$ cat src/rtl/game_ctrl_fsm.sv
// game_ctrl_fsm: sequences one Tetris turn (generate, fall/move, land, clear)
// through start/done handshakes with the datapath units. Also owns the gravity
// timer, level progression, cleared-line count and a pause mode.
module game_ctrl_fsm #(
  parameter int TICK_W          = 20,
  parameter int BASE_PERIOD     = 500000,
  parameter int LEVEL_W         = 4,
  parameter int LINES_PER_LEVEL = 10,
  parameter int ROWS            = 20
) (
  input  logic               clka,
  input  logic               restart_n,
  input  logic               start,
  input  logic               new_game,
  input  logic               pause_req,
  input  logic               gen_done,
  input  logic               game_over,
  input  logic               touched,
  input  logic               land_done,
  input  logic [ROWS-1:0]    full_rows,
  input  logic               clear_done,
  output logic [2:0]         state,
  output logic               start_gen,
  output logic               start_land,
  output logic               start_clear,
  output logic               move_en,
  output logic               drop_tick,
  output logic [ROWS-1:0]    clear_mask,
  output logic [LEVEL_W-1:0] level,
  output logic [15:0]        lines_total,
  output logic               paused
);

  typedef enum logic [2:0] {
    NEWBOARD = 3'd0,
    GEN      = 3'd1,
    MOVE     = 3'd2,
    LAND     = 3'd3,
    CLEAR    = 3'd4,
    GAMEOVER = 3'd5,
    PAUSE    = 3'd6
  } state_t;

  state_t              state_q;
  state_t              state_d;
  logic [TICK_W-1:0]   cnt_q;
  logic [TICK_W-1:0]   cnt_d;
  logic [TICK_W-1:0]   period_m1;
  logic [15:0]         lines_in_level_q;
  logic [15:0]         rows_n;
  logic [15:0]         level_sum;
  logic                drop_tick_d;
  logic                board_reset;
  logic                clear_latch;

  // Number of completed rows in a mask.
  function automatic logic [15:0] popcount(input logic [ROWS-1:0] m);
    logic [15:0] c;
    c = '0;
    for (int i = 0; i < ROWS; i++) c = c + 16'(m[i]);
    return c;
  endfunction

  // 16-bit add that sticks at all-ones instead of wrapping.
  function automatic logic [15:0] sat_add16(input logic [15:0] a, input logic [15:0] b);
    logic [16:0] s;
    s = {1'b0, a} + {1'b0, b};
    return s[16] ? 16'hFFFF : s[15:0];
  endfunction

  // Gravity period halves per level and never drops below one clock.
  function automatic logic [TICK_W-1:0] gravity_period(input logic [LEVEL_W-1:0] lvl);
    logic [31:0] p;
    p = 32'(BASE_PERIOD) >> lvl;
    if (p == 32'd0) p = 32'd1;
    return p[TICK_W-1:0];
  endfunction

  assign state       = state_q;
  assign period_m1   = gravity_period(level) - TICK_W'(1);
  assign rows_n      = popcount(full_rows);
  assign level_sum   = sat_add16(lines_in_level_q, rows_n);
  assign board_reset = (state_q == NEWBOARD) && (state_d == GEN);
  assign clear_latch = (state_q == LAND) && (state_d == CLEAR);

  // Next-state selection; new_game overrides everything outside NEWBOARD.
  always_comb begin
    state_d = state_q;
    case (state_q)
      NEWBOARD: if (start)      state_d = GEN;
      GEN:      if (gen_done)   state_d = game_over ? GAMEOVER : MOVE;
      MOVE: begin
        if (touched)            state_d = LAND;
        else if (pause_req)     state_d = PAUSE;
      end
      PAUSE:    if (pause_req)  state_d = MOVE;
      LAND:     if (land_done)  state_d = (|full_rows) ? CLEAR : GEN;
      CLEAR:    if (clear_done) state_d = GEN;
      GAMEOVER: state_d = GAMEOVER;
      default:  state_d = NEWBOARD;
    endcase
    if (new_game && (state_q != NEWBOARD)) state_d = NEWBOARD;
  end

  // Gravity counter: restarts on entry from GEN, runs in MOVE, freezes elsewhere.
  always_comb begin
    cnt_d = cnt_q;
    if ((state_q == GEN) && (state_d == MOVE)) begin
      cnt_d = '0;
    end else if (state_q == MOVE) begin
      cnt_d = (cnt_q == period_m1) ? '0 : cnt_q + TICK_W'(1);
    end
    drop_tick_d = (state_d == MOVE) && (cnt_d == period_m1);
  end

  // State register and registered state-decoded outputs.
  always_ff @(posedge clka or negedge restart_n) begin
    if (!restart_n) begin
      state_q     <= NEWBOARD;
      start_gen   <= 1'b0;
      start_land  <= 1'b0;
      start_clear <= 1'b0;
      move_en     <= 1'b0;
      paused      <= 1'b0;
      drop_tick   <= 1'b0;
      cnt_q       <= '0;
    end else begin
      state_q     <= state_d;
      start_gen   <= (state_d == GEN)   && (state_q != GEN);
      start_land  <= (state_d == LAND)  && (state_q != LAND);
      start_clear <= (state_d == CLEAR) && (state_q != CLEAR);
      move_en     <= (state_d == MOVE);
      paused      <= (state_d == PAUSE);
      drop_tick   <= drop_tick_d;
      cnt_q       <= cnt_d;
    end
  end

  // Line bookkeeping: cleared at game start, updated when rows are latched for clearing.
  always_ff @(posedge clka or negedge restart_n) begin
    if (!restart_n) begin
      clear_mask       <= '0;
      level            <= '0;
      lines_total      <= '0;
      lines_in_level_q <= '0;
    end else if (board_reset) begin
      level            <= '0;
      lines_total      <= '0;
      lines_in_level_q <= '0;
    end else if (clear_latch) begin
      clear_mask  <= full_rows;
      lines_total <= sat_add16(lines_total, rows_n);
      if (level_sum >= 16'(LINES_PER_LEVEL)) begin
        lines_in_level_q <= level_sum - 16'(LINES_PER_LEVEL);
        if (level != '1) level <= level + LEVEL_W'(1);
      end else begin
        lines_in_level_q <= level_sum;
      end
    end
  end

endmodule

$ cat config.mk
export PLATFORM = sky130hd
export DESIGN_NAME = game_ctrl_fsm
export DESIGN_NICKNAME = d
export VERILOG_FILES = /design/src/rtl/game_ctrl_fsm.sv
export SDC_FILE = /design/constraint.sdc
export NUM_CORES = 1
export LEC_CHECK = 0
export ABC_AREA = 1
export BUFFER_PORTS_ARGS = -buffer_cell sky130_fd_sc_hd__buf_4
export CORE_MARGIN = 1
export CORE_UTILIZATION = 30
export CTS_BUF_LIST = sky130_fd_sc_hd__clkbuf_4 sky130_fd_sc_hd__clkbuf_8
export DETAILED_ROUTE_END_ITERATION = 10
export PLACE_DENSITY = 0.46
export REMOVE_ABC_BUFFERS = 1
export SYNTH_ARGS = -nofsm -noshare
export SYNTH_HDL_FRONTEND = slang
export SYNTH_SLANG_ARGS = --single-unit
$ cat constraint.sdc
create_clock -name clka -period 4.31 [get_ports clka]
set_input_delay 0.862 -clock clka [delete_from_list [all_inputs] [get_ports clka]]
set_output_delay 0.862 -clock clka [all_outputs]
set_load 0.02 [all_outputs]
==> impl_metrics.json <==
{
  "setup_tns_ps": -55710,
  "global_route.usage.total_pct": 18.31,
  "vias": 7096,
  "final.min_clock_period_ps": 6141,
  "antenna_cells": 0,
  "yosysMostFrequentCell": "sky130_fd_sc_hd__nand2_1",
  "leading_post_synthesis_cells_by_instance_count": "sky130_fd_sc_hd__nand2_1, sky130_fd_sc_hd__inv_1, sky130_fd_sc_hd__nor2_1",
  "slew-limit-headroom_pct": 37.73,
  "crit_path_top_delay_cell": "sky130_fd_sc_hd__fa_1",
  "postSynthRegisterBits": 85,
  "timing.critical_path.required_ps": 4610,
  "detail_route.wl_per_cell_um": 13.88,
  "synthesis.area_per_instance_um2": 6.717,
  "post-place-cells": 1507,
  "post_cts_hold_buffer_count": 0,
  "critPathTopFamily": "adder cells",
  "clock_latency_ps": 380,
  "multiInputGateArea_um2": 4730,
  "h-tree-depth": 3,
  "ys.flop_type": "sky130_fd_sc_hd__dfrtp_1",
  "die_area_um2": 23990,
  "firstDrtPassIters": 4,
  "portBuffers": 78,
  "seq_area_frac_synth_pct": 30.33,
  "final_antenna_net_count": 0,
  "flow.area_growth_from_synthesis_pct": 38.02,
  "r2r.worst_path.cells": 24,
  "cts.path.max_buffers": 2,
  "critical-path-max-stage-delay_ps": 580,
  "timing.critical_path.from_type": "primary input",
  "timing.final.crit_share_pct": 142.5,
  "cts_inserted_buffers": 9,
  "final_net_count": 1303,
  "run_status": "finished, violations left",
  "die_x_um": 154.9,
  "timing.rr.start": "level[0]",
  "tightest_slew_ps": 934.1,
  "area_share_of_the_largest_cell_type_after_synthesis_pct": 30.33,
  "finalHoldViolations": 0,
  "crit_start": "full_rows[0]",
  "antenna_found_initial": 0,
  "synthArstFlopShare_pct": 100.0,
  "finalSetupViolCount": 36,
  "post_route_cells_drive_above_1_share_pct": 31.55,
  "core_um2": 22780,
  "r2r-end": "drop_tick",
  "drv_slew": 0,
  "globalRouteOverflowTotal": 0,
  "cts_num_sinks": 85,
  "cpMostUsedCell": "sky130_fd_sc_hd__fa_1",
  "grt_setup_unrepaired": "true",
  "postPlaceCellArea_um2": 8566,
  "total_leakage_power_uw": 0.005120,
  "register_area_um2": 2127,
  "cts.reportedPaths.clkPinSlew_ps": 90,
  "path_max_fanout": 7,
  "critPathCapture": "level[1]",
  "synthDistinctLibCells": 45,
  "detail_route.drc_violations": 0,
  "internal_reg_to_reg_setup_slack_ps": 560,
  "dpl.hpwl_mm": 16.23,
  "grt_start_max_net_pins": 69,
  "clockRootBuffer": "sky130_fd_sc_hd__clkbuf_8",
  "layout.cells.non_filler": 1549,
  "globalplace.congestion": 0.8441,
  "die_y_um": 154.9,
  "synth.yosys.warnings": 0,
  "power.density_cell_area_nw_per_um2": 804.3,
  "routed_wl_mm": 21.50,
  "achievable-frequency_mhz": 162.8,
  "ioPinCount": 79,
  "crit_buf_inv": 5,
  "clock-skew-final_ps": 15.09,
  "violated_checks": "setup timing",
  "initial_utilization_pct": 30.79,
  "setup_ws_ps": -1831,
  "drv_cap": 0,
  "critPathArrivalTime_ps": 6440,
  "grt_pass1_wl_mm": 34.83,
  "filler_cell_count": 2398,
  "drt-vias-per-instance": 4.581,
  "number_of_synthesized_flops_with_an_enable_pin": 0,
  "end_kind": "flip-flop",
  "initialDrtViolationCount": 305,
  "netlist_instances": 1044,
  "post-route-util_pct": 42.49,
  "netlist.top_cell.by_area": "sky130_fd_sc_hd__dfrtp_1",
  "path_depth": 27,
  "worst_hold_path_type": "flip-flop to flip-flop",
  "vias_in_the_first_global_route": 6774,
  "cts_tree": "done",
  "fp-row-count": 55,
  "syn-cell-area_um2": 7013,
  "synth_area_leaders": "sky130_fd_sc_hd__dfrtp_1, sky130_fd_sc_hd__nand2_1, sky130_fd_sc_hd__inv_1",
  "critPathKind": "primary input to flip-flop",
  "design_area_um2": 9679,
  "vdd.ir_drop.worst_uv": 434.8
}
[cell usage in the layout (no fill, tap or decap), types with 3 or more instances in the layout]
cell type | synthesis | layout
sky130_fd_sc_hd__inv_2 | 18 | 30
sky130_fd_sc_hd__a21oi_2 | 0 | 9
sky130_fd_sc_hd__ha_4 | 0 | 9
sky130_fd_sc_hd__a21oi_1 | 26 | 14
sky130_fd_sc_hd__a21oi_4 | 0 | 3
sky130_fd_sc_hd__o211ai_1 | 7 | 7
sky130_fd_sc_hd__inv_1 | 152 | 134
sky130_fd_sc_hd__nand3b_1 | 7 | 7
sky130_fd_sc_hd__nand4_1 | 19 | 19
sky130_fd_sc_hd__nand3_1 | 85 | 65
sky130_fd_sc_hd__clkbuf_8 | 0 | 10
sky130_fd_sc_hd__xor2_1 | 25 | 24
sky130_fd_sc_hd__xnor2_1 | 6 | 5
sky130_fd_sc_hd__clkinv_4 | 0 | 3
sky130_fd_sc_hd__o21ai_2 | 0 | 11
sky130_fd_sc_hd__dfrtp_1 | 85 | 85
sky130_fd_sc_hd__buf_4 | 3 | 178
sky130_fd_sc_hd__nor3_1 | 20 | 12
sky130_fd_sc_hd__nor4_1 | 9 | 8
sky130_fd_sc_hd__fa_1 | 16 | 12
sky130_fd_sc_hd__nand2_2 | 9 | 28
sky130_fd_sc_hd__ha_1 | 26 | 16
sky130_fd_sc_hd__o21ai_0 | 74 | 34
sky130_fd_sc_hd__fa_2 | 0 | 4
sky130_fd_sc_hd__inv_4 | 0 | 5
sky130_fd_sc_hd__nor3_2 | 3 | 9
sky130_fd_sc_hd__nand2_4 | 1 | 3
sky130_fd_sc_hd__nor2_2 | 11 | 14
sky130_fd_sc_hd__nand2_1 | 296 | 275
sky130_fd_sc_hd__nand3_4 | 0 | 4
sky130_fd_sc_hd__nand3_2 | 1 | 17
sky130_fd_sc_hd__nor2_4 | 3 | 14
sky130_fd_sc_hd__buf_6 | 4 | 20
sky130_fd_sc_hd__nor2_1 | 92 | 78
sky130_fd_sc_hd__o21ai_1 | 7 | 36
[per-layer routing]
metal	vias to the layer above	share of wire (%)	track usage [%]
li1	3697	-	-
met4	0	0.85	3.300
met1	3281	47	24.25
met2	108	49	31.45
met3	10	3.2	3.120
met5	-	0	0
[kinds of logic after synthesis]
kind of cell / share of synthesized area (%)
buf+inv: 11.03
simple gates: 35.90
compound gates: 9.670
flops: 30.33
xor+xnor: 3.872
fa+ha+maj: 9.206
[repair_timing]
item                       in CTS  in global routing
setup endpoints to repair      36                 36
gates cloned                    0                  0
resized for setup             122                 94
setup buffers                  21                 12
pin swaps                      60                 77
[where the power goes]
| group | switching (uW) | internal [uW] | leakage, uW |
|---|---|---|---|
| logic | 3400 | 2620 | 0.00384 |
| registers | 160 | 962 | 0.00117 |
| clock network | 345 | 295 | 0.000109 |
[worst reg2reg max path, cell delays in order (launching register included)]
cell and delay [ps]:
sky130_fd_sc_hd__dfrtp_1 470, sky130_fd_sc_hd__inv_1 170, sky130_fd_sc_hd__ha_1 320, sky130_fd_sc_hd__inv_1 130, sky130_fd_sc_hd__nand3_1 90, sky130_fd_sc_hd__nand2_1 120
sky130_fd_sc_hd__inv_2 70, sky130_fd_sc_hd__ha_1 320, sky130_fd_sc_hd__inv_1 80, sky130_fd_sc_hd__nand2_1 70, sky130_fd_sc_hd__nand3_1 70, sky130_fd_sc_hd__nor2_1 110
sky130_fd_sc_hd__nand3_1 120, sky130_fd_sc_hd__nor2_1 170, sky130_fd_sc_hd__nand3_1 80, sky130_fd_sc_hd__nor2_1 180, sky130_fd_sc_hd__nand3_1 90, sky130_fd_sc_hd__nor2_1 160
sky130_fd_sc_hd__nand2_2 70, sky130_fd_sc_hd__buf_4 200, sky130_fd_sc_hd__nand2_1 110, sky130_fd_sc_hd__o21ai_0 80, sky130_fd_sc_hd__nor2_1 180, sky130_fd_sc_hd__nand3b_1 120
sky130_fd_sc_hd__nor2_2 120
[how the worst min path moves through the flow]
stage | slack, ps | endpoint | startpoint | cells after the start
2_1_floorplan | 450 | lines_in_level_q[0] | lines_in_level_q[0] | 2
3_3_place_gp | 470 | lines_in_level_q[0] | lines_in_level_q[0] | 2
3_5_place_dp | 480 | lines_in_level_q[0] | lines_in_level_q[0] | 2
4_1_cts | 500 | clear_mask[13] | clear_mask[13] | 2
5_1_grt | 510 | clear_mask[13] | clear_mask[13] | 2
6_report | 490 | clear_mask[13] | clear_mask[13] | 2
[layout make-up]
type                            instances  share of cell area, %
Clock buffer                           10                  1.422
Clock inverter                          6                 0.7885
Inverter                              170                  6.774
Multi-Input combinational cell        767                  48.86
Sequential cell                        85                  21.98
Tap cell                              313                  4.046
Timing Repair Buffer                  198                  16.13
[stage by stage]
step	power, uW	hold slack [ps]	setup slack, ps
after CTS	7348	499.5	-1910
final	7785	493.1	-1831
after global routing	8540	506.2	-2043
after detailed placement	6170	476.4	-2607
after global placement	6202	468.3	-2570
after floorplan	4260	448.3	-2348
[state kept, by name, summed over array words and instances (netlist names)]
register,cells
state,3
move_en,1
drop_tick,1
start_gen,1
start_land,1
level,4
clear_mask,20
paused,1
lines_total,16
start_clear,1
lines_in_level_q,16
cnt_q,20
(Power assumes the default switching activity.)
